--- src/rtl/mult_share_ctrl.sv ---
// Shares one 32x32 signed multiplier between two valid/ready requesters.
// Operands are held in registers for the whole multicycle window.
module mult_share_ctrl #(
   parameter int MULT_CYCLES = 2,
   parameter int CNT_W       = 4
) (
   input  logic        clk,
   input  logic        rst,
   input  logic        req0_valid,
   output logic        req0_ready,
   input  logic [31:0] req0_a,
   input  logic [31:0] req0_b,
   input  logic        req1_valid,
   output logic        req1_ready,
   input  logic [31:0] req1_a,
   input  logic [31:0] req1_b,
   output logic        rsp_valid,
   input  logic        rsp_ready,
   output logic        rsp_id,
   output logic [63:0] rsp_result,
   output logic        busy,
   output logic [15:0] ops_done
);

   typedef enum logic [1:0] {
      IDLE,
      CALC,
      RESP
   } state_t;

   state_t           state_q, state_d;
   logic [31:0]      op_a_q, op_a_d;
   logic [31:0]      op_b_q, op_b_d;
   logic             op_id_q, op_id_d;
   logic             last_id_q, last_id_d;
   logic [CNT_W-1:0] cnt_q, cnt_d;
   logic             rsp_valid_q, rsp_valid_d;
   logic             rsp_id_q, rsp_id_d;
   logic [63:0]      rsp_result_q, rsp_result_d;
   logic [15:0]      ops_done_q, ops_done_d;

   logic             grant;
   logic             idle_ok;
   logic             acc0, acc1;
   logic [63:0]      mul_a, mul_b;
   logic [63:0]      mul_res;

   // Tree multiplier: fed only from the operand registers.
   always_comb begin
      mul_a   = {{32{op_a_q[31]}}, op_a_q};
      mul_b   = {{32{op_b_q[31]}}, op_b_q};
      mul_res = $signed(mul_a) * $signed(mul_b);
   end

   always_comb begin
      grant = 1'b0;
      if (req0_valid && req1_valid) begin
         grant = ~last_id_q;
      end else begin
         grant = req1_valid & ~req0_valid;
      end
   end

   assign idle_ok    = (state_q == IDLE) & ~rst;
   assign acc0       = idle_ok & req0_valid & ~grant;
   assign acc1       = idle_ok & req1_valid & grant;
   assign req0_ready = acc0;
   assign req1_ready = acc1;

   always_comb begin
      state_d      = state_q;
      op_a_d       = op_a_q;
      op_b_d       = op_b_q;
      op_id_d      = op_id_q;
      last_id_d    = last_id_q;
      cnt_d        = cnt_q;
      rsp_valid_d  = rsp_valid_q;
      rsp_id_d     = rsp_id_q;
      rsp_result_d = rsp_result_q;
      ops_done_d   = ops_done_q;
      unique case (state_q)
         IDLE: begin
            if (acc0 || acc1) begin
               op_a_d    = acc1 ? req1_a : req0_a;
               op_b_d    = acc1 ? req1_b : req0_b;
               op_id_d   = acc1;
               last_id_d = acc1;
               cnt_d     = CNT_W'(MULT_CYCLES);
               state_d   = CALC;
            end
         end
         CALC: begin
            cnt_d = cnt_q - CNT_W'(1);
            if (cnt_q == CNT_W'(1)) begin
               rsp_result_d = mul_res;
               rsp_id_d     = op_id_q;
               rsp_valid_d  = 1'b1;
               state_d      = RESP;
            end
         end
         RESP: begin
            if (rsp_ready) begin
               rsp_valid_d = 1'b0;
               ops_done_d  = ops_done_q + 16'd1;
               state_d     = IDLE;
            end
         end
         default: state_d = IDLE;
      endcase
   end

   always_ff @(posedge clk or posedge rst) begin
      if (rst) begin
         state_q      <= IDLE;
         op_a_q       <= '0;
         op_b_q       <= '0;
         op_id_q      <= 1'b0;
         last_id_q    <= 1'b1;
         cnt_q        <= '0;
         rsp_valid_q  <= 1'b0;
         rsp_id_q     <= 1'b0;
         rsp_result_q <= '0;
         ops_done_q   <= '0;
      end else begin
         state_q      <= state_d;
         op_a_q       <= op_a_d;
         op_b_q       <= op_b_d;
         op_id_q      <= op_id_d;
         last_id_q    <= last_id_d;
         cnt_q        <= cnt_d;
         rsp_valid_q  <= rsp_valid_d;
         rsp_id_q     <= rsp_id_d;
         rsp_result_q <= rsp_result_d;
         ops_done_q   <= ops_done_d;
      end
   end

   assign rsp_valid  = rsp_valid_q;
   assign rsp_id     = rsp_id_q;
   assign rsp_result = rsp_result_q;
   assign busy       = (state_q != IDLE);
   assign ops_done   = ops_done_q;

endmodule

--- config.mk ---
export PLATFORM = sky130hd
export DESIGN_NAME = mult_share_ctrl
export DESIGN_NICKNAME = d
export VERILOG_FILES = /design/src/rtl/mult_share_ctrl.sv
export SDC_FILE = /design/constraint.sdc
export NUM_CORES = 2
export LEC_CHECK = 0
export ABC_AREA = 1
export ABC_CLOCK_PERIOD_IN_PS = 7620
export BUFFER_PORTS_ARGS = -buffer_cell sky130_fd_sc_hd__buf_4
export CAP_MARGIN = 20
export CORE_ASPECT_RATIO = 0.9
export CORE_MARGIN = 2
export CORE_UTILIZATION = 40
export CTS_CLUSTER_SIZE = 8
export DETAILED_ROUTE_END_ITERATION = 8
export SKIP_LAST_GASP = 1
export SLEW_MARGIN = 20
export SYNTH_ARGS = -nofsm -noshare
export SYNTH_HDL_FRONTEND = slang
export SYNTH_SLANG_ARGS = --single-unit
--- constraint.sdc ---
create_clock -name clk -period 7.62 [get_ports clk]
set_input_delay 1.524 -clock clk [delete_from_list [all_inputs] [get_ports clk]]
set_output_delay 1.524 -clock clk [all_outputs]
set_load 0.01 [all_outputs]
# After elaboration in Yosys (flattened, before gate mapping)
# Index checks and enable logic that the tools add are counted.
# Widths: inputs -> output; s select.
[word_totals]
ff_bits = 154
latch_bits = 0
ram_bits = 0
romBits = 0
input_bits = 133
out_inout_bits = 85
word_cells = 53
n_memories = 0
[classes]
add_sub_neg = 2
n_mul = 1
div_mod_pow = 0
n_lt_le_gt_ge = 0
eq_ne = 6
n_shift = 0
n_mux = 12
n_bitwise = 10
n_reduce_logical = 12
[op_table]
columns = ["op", "count"]
rows = [
  ["$mul 32x32->64", 1],
  ["$mux 32", 2],
  ["$add 16x1->16 const B", 1],
  ["$pmux 4 s2", 1],
  ["$reduce_and 2->1", 4],
  ["$and 1x1->1", 6],
  ["$mux 2", 3],
  ["$pmux 2 s3", 1],
  ["$reduce_and 3->1", 2],
  ["$reduce_bool 2->1", 3],
  ["$eq 4x1->1 const B", 1],
  ["$mux 4", 1],
  ["$ne 2x2->1 const B", 2],
  ["$not 1->1", 4],
  ["$sub 4x1->4 const B", 1],
  ["$mux 1", 3],
  ["$eq 2x1->1 const B", 1],
  ["$eq 2x2->1 const B", 1],
  ["$logic_not 2->1", 1],
  ["$ne 2x1->1 const B", 1],
  ["$pmux 1 s2", 1],
  ["$logic_and 1x1->1", 1],
  ["$logic_or 1x1->1", 1],
]

# Logic depth before layout (Yosys ltp)
[logic_depth]
word_depth = 8
ltp_mapped = 36

# Worst setup path after synthesis
# OpenSTA, ideal clock, no wires.
[synth_timing]
path_type = "reg-to-reg"
start = "register op_a_q[31]"
end = "register rsp_result_q[63], in the netlist rsp_result[63]"
setup_time_ps = 118
t_arrival_ps = 7225
path_slack_ps = 277
stages_incl_launch_ff = 27
cell_sequence = "dfrtp_1 clkbuf_1 clkbuf_1 nand2_1 inv_1 fa_1 fa_1 fa_1 fa_1 inv_1 fa_1 inv_1 fa_1 inv_1 fa_1 fa_1 inv_1 ha_1 nand2_1 nor2_1 nand2_1 nor4_2 nand2_1 nand2_1 nand2_1 nand3_1 nand2_1"
[synth_via]
elab_chain_len = 1
[synth_rtl]
columns = ["element", "line", "source"]
rows = [
  ["start: declaration", "32", "logic [31:0] op_a_q, op_a_d;"],
  ["start signal: assignment", "126", "op_a_q <= op_a_d;"],
  ["$mul 32x32->64", "52", "mul_res = $signed(mul_a) * $signed(mul_b);"],
  ["end signal: assignment", "133", "rsp_result_q <= rsp_result_d;"],
  ["end: declaration", "39", "logic [63:0] rsp_result_q, rsp_result_d;"],
]
# Every way passes these cells.
# A chain may end at the register's enable or synchronous reset.

# Worst setup path in the final report
[layout_timing]
start = "register op_b_q[5]"
end = "register rsp_result_q[57], in the netlist rsp_result[57]"
[layout_via]
elab_chain_len = 1
[layout_rtl]
columns = ["element", "line", "source"]
rows = [
  ["start: declaration", "33", "logic [31:0] op_b_q, op_b_d;"],
  ["start signal: assignment", "127", "op_b_q <= op_b_d;"],
  ["$mul 32x32->64", "52", ""],
]
# Every way passes these cells.

==> results.toml <==
[synth]
synth_top_area_cell = "fa_1"
yosysMostFrequentCell = "inv_1"
netlist.area_leader.share_pct = 47.59
yosys-top-cells-count = "1760 x inv_1, 1710 x nand2_1, 1082 x fa_1"
yosysWarnings = 0
synth_area_um2 = 45520
ys_seq_area_share_pct = 8.469
syn_avg_cell_area_um2 = 7.793
synth_ff_type = "dfrtp_1"
syn_inst = 5841
ys_types = 43
syn_nets = 7243
synth-async-reset-ratio_pct = 100.0
synth-seq-cells = 154
synth_edf_count = 0
synth_area_leaders = "fa_1 48%, inv_1 15%, nand2_1 14%"

[detailed_routing]
initialDrtViolationCount = 2462
drc = 0
wl_um = 136600
vias = 36022
wire_per_inst_um = 18.20
final_antenna_net_count = 0
firstDrtPassIters = 7
viasPerCell = 4.800

[clock_tree]
cts_hold_buf = 0
clockRootBuffer = "clkbuf_16"
path_clk_slew_ns = 0.08
htree_levels = 4
clkLatencyLatePin_ns = 0.53
cts.sinks = 154
cts_made_buffers = 17
clock_path_buffers = 2
cts_tree = "built"

[run]
drv_cap = 0

[global_routing]
antenna_found_initial = 2
grt_pass1_vias = 39533
grt_pass1_wl_um = 224300
grt.total_usage_pct = 24.97
grt_max_degree = 89
grt_overflow_total = 0

[critical_path]
cp_slowest_cell = "fa_1"
worst-path-buf-inv = 9
start_kind = "flip-flop"
max_stage_delay_ns = 0.57
arrival_ns = 7.71
crit_top_cell = "fa_1"
cp_top_family = "adder cells"
required_ns = 8.02
critPathKind = "flip-flop to flip-flop"
crit_path_end_kind = "flip-flop"
worst-path-max-fanout = 19

[placed_design]
dp_cells = 7466
pre_cts_ws_ns = 0.05093
portBuffers = 217
dp_hpwl_um = 117700
gp_congestion = 0.9526

[floorplan]
fp.dieArea_um2 = 116500
rows = 117
initial_core_util_pct = 40.28
io_pins = 218
die_y_um = 324.0
die_w_um = 359.6
core_area_um2 = 113000

[timing]
slew-limit-headroom_pct = 29.96
setup_tns_ns = 0
timing_hold_violations_final = 0
finClkSkew_ns = 0.02412
period_minus_slack_ns = 7.309
tightest_slew_ns = 1.051
finalMaxSlewViolations = 0
worst_slack_ns = 0.3112
setup_viol = 0
rsz0062_at_grt = "true"
max_freq_mhz = 136.8
finalCritPeriodShare_pct = 95.92

[final_layout]
antenna_cells = 0
stdcell_count = 7505
fin_nets = 7407
syn_to_final_growth_pct = 11.66
drive_gt1_share_pct = 9.488
finish.utilization_pct = 44.97

[worst_hold_path]
hold_path_class = "flip-flop to flip-flop"

[outcome]
status = "finished clean"
-- layout make-up --
type / count / area, um2
Clock buffer: 18 / 439.2
Clock inverter: 14 / 152.6
Fill cell: 11408 / 62190
Inverter: 1769 / 6654
Multi-Input combinational cell: 3622 / 33930
Sequential cell: 154 / 3871
Tap cell: 1487 / 1861
Timing Repair Buffer: 441 / 3919
-- cells in the final DEF (no fill, tap or decap), types with 21 or more instances in the layout --
cell,netlist,routed
dfrtp_1,153,140
buf_4,7,392
nor2_1,200,191
nand2_1,1710,1710
ha_1,187,180
o21ai_0,36,36
xnor2_1,25,25
buf_12,0,48
nand4_1,21,21
inv_1,1760,1757
fa_1,1082,1079
a31oi_1,64,64
nand3_1,113,113
a21oi_1,67,65
nor2_2,12,21
-- kinds of logic after synthesis --
family	synth area share (%)
and+or+nand+nor	18.42
buffers and inverters	17.15
adders and majority gates	52.73
AOI/OAI and AO/OA	2.471
DFF	8.469
xor gates and xnor gates	0.7697
-- flip-flops by register name, summed over array words and instances (netlist names) --
name        count
rsp_result     64
op_a_q         32
op_b_q         32
ops_done       16
cnt_q           4
state_q         2
last_id_q       1
op_id_q         1
rsp_id          1
rsp_valid       1
-- tightest hold or removal path: stages (launching register included) --
cell     delay (ns)
dfstp_2        0.37
nand2_1        0.05
nand2_1        0.04
-- layer usage --
layer  track usage [%]  vias to the layer above  part of all wire [%]
met5                 0                        -                0.0095
met4             6.956                        2                   2.7
met3             2.826                      164                   5.7
met2             42.43                     1041                    49
met1             33.94                    18327                    43
li1                  -                    16488                     -
-- through the flow --
step | hold WS, ns | cell area, um2
after floorplan | 0.4412 | 45520
after global placement | 0.4521 | 50060
after detailed placement | 0.4550 | 50060
after CTS | 0.4653 | 50650
after global routing | 0.4916 | 50830
final | 0.4626 | 50830
-- path summary, 6_finish.rpt --
kind                            slack, ns  cells after the start                          to                  start
max in group asynchronous            5.38                      3       op_a_q[7]$_DFFE_PP0P_                    rst
worst min register to register       0.46                      2       last_id_q$_DFFE_PP1P_  last_id_q$_DFFE_PP1P_
worst min-delay path                 0.46                      2       last_id_q$_DFFE_PP1P_  last_id_q$_DFFE_PP1P_
worst max register to register       0.31                     29  rsp_result[57]$_DFFE_PP0P_  op_b_q[5]$_DFFE_PP0P_
worst max-delay path                 0.31                     29  rsp_result[57]$_DFFE_PP0P_  op_b_q[5]$_DFFE_PP0P_
min in group asynchronous            0.95                      2        cnt_q[3]$_DFFE_PP0P_                    rst
-- what timing repair did --
item / CTS / global route
setup endpoints to repair: 0 / 38
gates resized for setup: 0 / 41
setup buffers: 0 / 7
Power is not shown: default switching activity piles up to over one toggle a cycle in this logic, so the estimate is an artifact.
